[src/rtl/regfile_wb_arbiter.sv]
// regfile_wb_arbiter: shares the register-file write port between ALU and load writeback with anti-starvation
module regfile_wb_arbiter #(
  parameter int DATA_W   = 32,
  parameter int ADDR_W   = 5,
  parameter int MAX_WAIT = 3
) (
  input  logic              clk,
  input  logic              rst,
  input  logic              alu_valid,
  input  logic [ADDR_W-1:0] alu_rd,
  input  logic [DATA_W-1:0] alu_data,
  output logic              alu_ready,
  input  logic              mem_valid,
  input  logic [ADDR_W-1:0] mem_rd,
  input  logic [DATA_W-1:0] mem_data,
  output logic              mem_ready,
  output logic              reg_write,
  output logic [ADDR_W-1:0] rd,
  output logic [DATA_W-1:0] write_data,
  output logic              grant_src,
  output logic              alu_starved
);
  localparam int CW = $clog2(MAX_WAIT + 1);
  localparam logic [CW-1:0] MAXW = CW'(MAX_WAIT);
  logic [CW-1:0] wait_cnt, wait_nxt;
  logic starve;
  // Loads win by default; a saturated wait counter hands the port to the ALU
  always_comb begin
    starve    = wait_cnt == MAXW;
    alu_ready = !rst && alu_valid && (!mem_valid || starve);
    mem_ready = !rst && mem_valid && !(alu_valid && starve);
    wait_nxt  = alu_ready ? '0 : alu_valid ? (starve ? MAXW : wait_cnt + 1'b1) : '0;
  end
  // Register the accepted write; x0 targets complete but never assert the write enable
  always_ff @(posedge clk) begin
    if (rst) begin
      reg_write   <= 1'b0;
      rd          <= '0;
      write_data  <= '0;
      grant_src   <= 1'b0;
      wait_cnt    <= '0;
      alu_starved <= 1'b0;
    end else begin
      reg_write   <= alu_ready ? alu_rd != '0 : mem_ready && mem_rd != '0;
      rd          <= alu_ready ? alu_rd : mem_ready ? mem_rd : rd;
      write_data  <= alu_ready ? alu_data : mem_ready ? mem_data : write_data;
      grant_src   <= alu_ready ? 1'b0 : mem_ready ? 1'b1 : grant_src;
      wait_cnt    <= wait_nxt;
      alu_starved <= wait_nxt == MAXW;
    end
  end
endmodule
[config.mk]
export PLATFORM = sky130hd
export DESIGN_NAME = regfile_wb_arbiter
export DESIGN_NICKNAME = d
export VERILOG_FILES = /design/src/rtl/regfile_wb_arbiter.sv
export SDC_FILE = /design/constraint.sdc
export NUM_CORES = 1
export LEC_CHECK = 0
export ABC_AREA = 0
export ABC_CLOCK_PERIOD_IN_PS = 1950
export CAP_MARGIN = 20
export CORE_ASPECT_RATIO = 1.25
export CORE_MARGIN = 1
export CORE_UTILIZATION = 40
export CTS_BUF_LIST = sky130_fd_sc_hd__clkbuf_16
export CTS_CLUSTER_SIZE = 24
export DETAILED_ROUTE_END_ITERATION = 8
export PLACE_DENSITY = 0.92
export SYNTH_ARGS = -nofsm -noshare
export SYNTH_HDL_FRONTEND = slang
export SYNTH_SLANG_ARGS = --single-unit
[constraint.sdc]
create_clock -name clk -period 1.95 [get_ports clk]
set_clock_uncertainty 0.05 [all_clocks]
set_input_delay 0.195 -clock clk [delete_from_list [all_inputs] [get_ports clk]]
set_output_delay 0.195 -clock clk [all_outputs]
set_load 0.03 [all_outputs]
# After elaboration in Yosys (flattened, before gate mapping)
# Cells that the tools add are included.
# totals
ff_bits	42
input_bits	78
output_inout_bits	42
wordCells	31
# op_classes
addsub	1
n_eq_ne	2
muxes	8
n_reduce_logical	14
# op_table
cell	n
2-to-1 mux 32 bit	2
2-to-1 mux 5 bit	2
nonzero test 5 bit	2
logical AND 1 bit	6
2-to-1 mux 2 bit	3
equality test 2 bit, second input constant	2
zero test 1 bit	3
adder 2 x 1 -> 2 bit, second input constant	1
nonzero test 2 bit	1
OR reduction 2 bit	1
logical OR 1 bit	1
2-to-1 mux 1 bit	1

# Depth between registers and ports, before layout
# depth
ltp_word	6
mapped_depth	6
mapped_depth_nobuf	3

# Worst setup path before layout
# Ideal clock, no wire load.
# synth_timing
path_type	reg-to-output
startpoint	reg wait_cnt[0]
endpoint	out alu_ready
arrival_ns	1.168
setup_slack_ns	0.537
path_stages_with_launch	5
n_path_buf	2
path_cell_list	dfxtp_1 > a21boi_2 > buf_6 > buf_6 > nor2_1
# synth_between
elab_chain_cells	3
# synth_lines
element	line_no	rtl
from (decl)	25	logic [CW-1:0] wait_cnt, wait_nxt;
from (signal assigned)	48	wait_cnt <= wait_nxt;
equality test 2 bit	29	starve = wait_cnt == MAXW;
logical OR 1 bit	30	alu_ready = !rst && alu_valid && (!mem_valid || starve);
logical AND 1 bit	30	
to (decl)	12	output logic alu_ready,
# No other way between the ends.

# Final worst setup path
# Same ends and word-level chain as after synthesis.

==> run summary <==
===============================================================================================
Data required time at the worst endpoint                                                1700 ps
Post-route core utilization                                                               66.0%
Maximum number of pins on one net before global-route repair                                 51
Area used by multi-input combinational logic                                       0.00119 sq mm
Portion of synthesized cell area occupied by the leading cell type                        37.6%
Cell area after synthesis                                                          0.00224 sq mm
Tot GR Track Use                                                                          23.2%
Number of enable-type register cells in the synthesized netlist                               0
Starting density of the core                                                              41.4%
Net Sw Frac                                                                               29.6%
Top-count cell post-synth                                                               dfxtp_1
Resized Gates After CTS                                                                       0
Count of state elements after synthesis                                                      42
Final cell area excluding filler cells                                             0.00357 sq mm
Layout cell share with drive strength beyond 1                                            17.5%
Leading cell types by total area after synthesis                                   dfxtp_1, a311oi_2, a311oi_1, nor2_1, nand3_1
First-pass GRT wire length                                                              10.4 mm
Final count of pins violating max slew                                                        0
Post-Synthesis Net Count                                                                    318
Buffers on Ports                                                                            119
Critical Path Sink Type                                                              output pin
Path class of the lowest-slack min-delay path                                      input port to flip-flop
Dominant cell type by area after synthesis                                              dfxtp_1
Number of top-level pins                                                                    120
Clock insertion delay at the later pin of the skew report                                280 ps
Global route total overflow                                                                   0
CTS tree                                                                                  built
Routability congestion estimate from global placement                                     0.784
Post-layout min period                                                                  1870 ps
Worst-margin pin slew                                                                    512 ps
Cells after Synth                                                                           240
RSZ-0062 raised after global routing                                                      false
# fillers                                                                                   449
DIE WIDTH                                                                               68.9 um
Iteration-0 DRC count of the detailed router                                                207
Number of hold violations in the final report                                                 0
Static leakage                                                                          1.20 nW
Worst setup SP type                                                                   flip-flop
WL/cell                                                                                 16.7 um
Internal power component                                                                1.74 mW
Cell area reported after detailed placement                                        0.00343 sq mm
Max H-tree Level                                                                              2
DRT Wirelength                                                                          6.88 mm
Total setup violations reported at the end of the flow                                        0
Residual DRC count                                                                            0
Top_reg_cell synth                                                                      dfxtp_1
Final setup slack of the worst path                                                     77.4 ps
# diodes                                                                                      0
FF/Latch Area                                                                         841 sq um
Synth unique cells                                                                           28
Async S/R FF share, synth                                                                    0%
Root buffer cell                                                                      clkbuf_16
Clock network fraction of total power                                                     32.1%
CTS sink count                                                                               42
Top fanout value on the critical path                                                         6
Average via count per standard cell                                                        5.72
Yosys warns                                                                                   0
Sequential element share of the synthesized area                                          37.6%
Result of the run                                                                     completed
Total half-perimeter wirelength after legalization and detailed placement               4.70 mm
Post-CTS setup buffers                                                                        0
Part of the power in combinational logic                                                  29.2%
Sequential share of power                                                                 38.6%
Net total in the final layout                                                               426
Num CTS Buffers                                                                               5
Die area                                                                           0.00590 sq mm
P&R area growth vs syn                                                                    59.6%
Die height                                                                              85.6 um
Max clock buf depth                                                                           2
Via total after detailed routing                                                          2,362
Clock input transition at the sequential cells of the worst setup and hold paths          60 ps
Final period utilization                                                                  96.0%
Ranking of synthesized cells by instance count                                     dfxtp_1, nor2_1, nand3_1
Pre-antenna DRT Iters                                                                         6
Worst EP arrival                                                                        1630 ps
Headroom to the max-slew limit                                                            65.9%
# hold bufs at CTS                                                                            0
Remaining antenna violation count after routing                                               0
IR drop worst, VDD                                                                       394 uV
Worst Path Class, Setup                                                            flip-flop to output pin
Fmax                                                                                    534 MHz
Placed cell count                                                                           405
Worst setup slack before clock tree synthesis                                         -0.117 ps
Core region area                                                                   0.00541 sq mm
Switching power                                                                        0.733 mW
Vias in the first global route                                                            2,245
Number of core rows                                                                          30
Initial antenna violation count                                                               0
Power density over the cells                                                        694 mW/mm^2
Reported max-cap violation count                                                              0
Number of cells in the finished layout apart from fillers                                   413
Mean instance size in the synthesized netlist                                        9.32 sq um
===============================================================================================
[kinds of logic (layout without fill, tap and decap cells)]
group	after synthesis	after routing	share of synthesized area [%]
XOR/XNOR	1	1	0.392
buffers and inverters	29	138	9.73
flip-flops	42	42	37.6
AND/OR/NAND/NOR	86	86	19.4
AO/OA/AOI/OAI	82	82	32.9
[worst max-delay path, cell delays in order, from the launching register on]
cell and delay [ps]:
dfxtp_1 470, a21boi_4 90, nor2_1 110, clkdlybuf4s50_1 670
[area by class of cell]
type                    count  share of cell area [%]
repair buffers            130                    36.9
clock buffers               5                    3.51
multi-input cells         169                    33.4
flip-flops and latches     42                    23.6
clock inverters             3                   0.456
well taps                  64                    2.24
[stage by stage]
step | power [mW] | hold WS [ps] | setup TNS, ps
finish | 2.48 | 151 | 0
global route | 2.58 | 153 | 0
CTS | 2.48 | 144 | 0
detailed placement | 1.70 | 430 | -0.117
global placement | 1.68 | 434 | 0
floorplan | 1.36 | 304 | 0
[registers in the layout (all words and copies together) (netlist names)]
register	cells
wait_cnt	2
write_data	32
grant_src	1
rd	5
alu_starved	1
reg_write	1
[worst paths after layout]
kind	endpoint	slack (ps)	startpoint	cells past startpoint
worst min register to register	write_data[20]	450	write_data[20]	2
worst max register to register	write_data[15]	280	wait_cnt[1]	4
worst min-delay path	grant_src	150	rst	2
worst max-delay path	alu_ready	80	wait_cnt[0]	3
[cells in the final DEF (no fill, tap or decap)]
cell             instances
a311oi_2                19
nand3_2                  9
clkdlybuf4s50_1        117
a311oi_1                18
nor2b_4                  1
dfxtp_1                 42
clkinv_1                 1
o21ai_0                 19
o211ai_1                 2
or4_1                    2
clkbuf_16                5
nor2_1                  41
o21bai_1                 1
a21oi_1                  2
o21ai_2                 10
nor3b_1                  1
buf_2                    1
a21bo_1                  1
clkinv_2                 1
nand2b_1                 1
clkinvlp_4               1
a21boi_4                 1
xnor2_1                  1
o21ba_4                  1
nand2_1                  2
nand3_1                 29
o21ai_1                  8
buf_12                   4
buf_4                    8
[power groups by stage]
stage | combinational, mW | sequential, mW | clock [mW]
3_3_place_gp | 0.707 | 0.972 | 0
4_1_cts | 0.724 | 0.957 | 0.798
6_report | 0.724 | 0.957 | 0.796
2_1_floorplan | 0.264 | 1.10 | 0
3_5_place_dp | 0.721 | 0.976 | 0
5_1_grt | 0.767 | 0.965 | 0.845
[layer usage]
| metal | wire [um] | global-route usage, % |
|---|---|---|
| met2 | 3320 | 37.0 |
| met4 | 287 | 13.0 |
| met5 | 0 | 0 |
| met1 | 2810 | 27.4 |
| met3 | 458 | 6.12 |
Note: power is estimated with default switching activity, not from simulation.
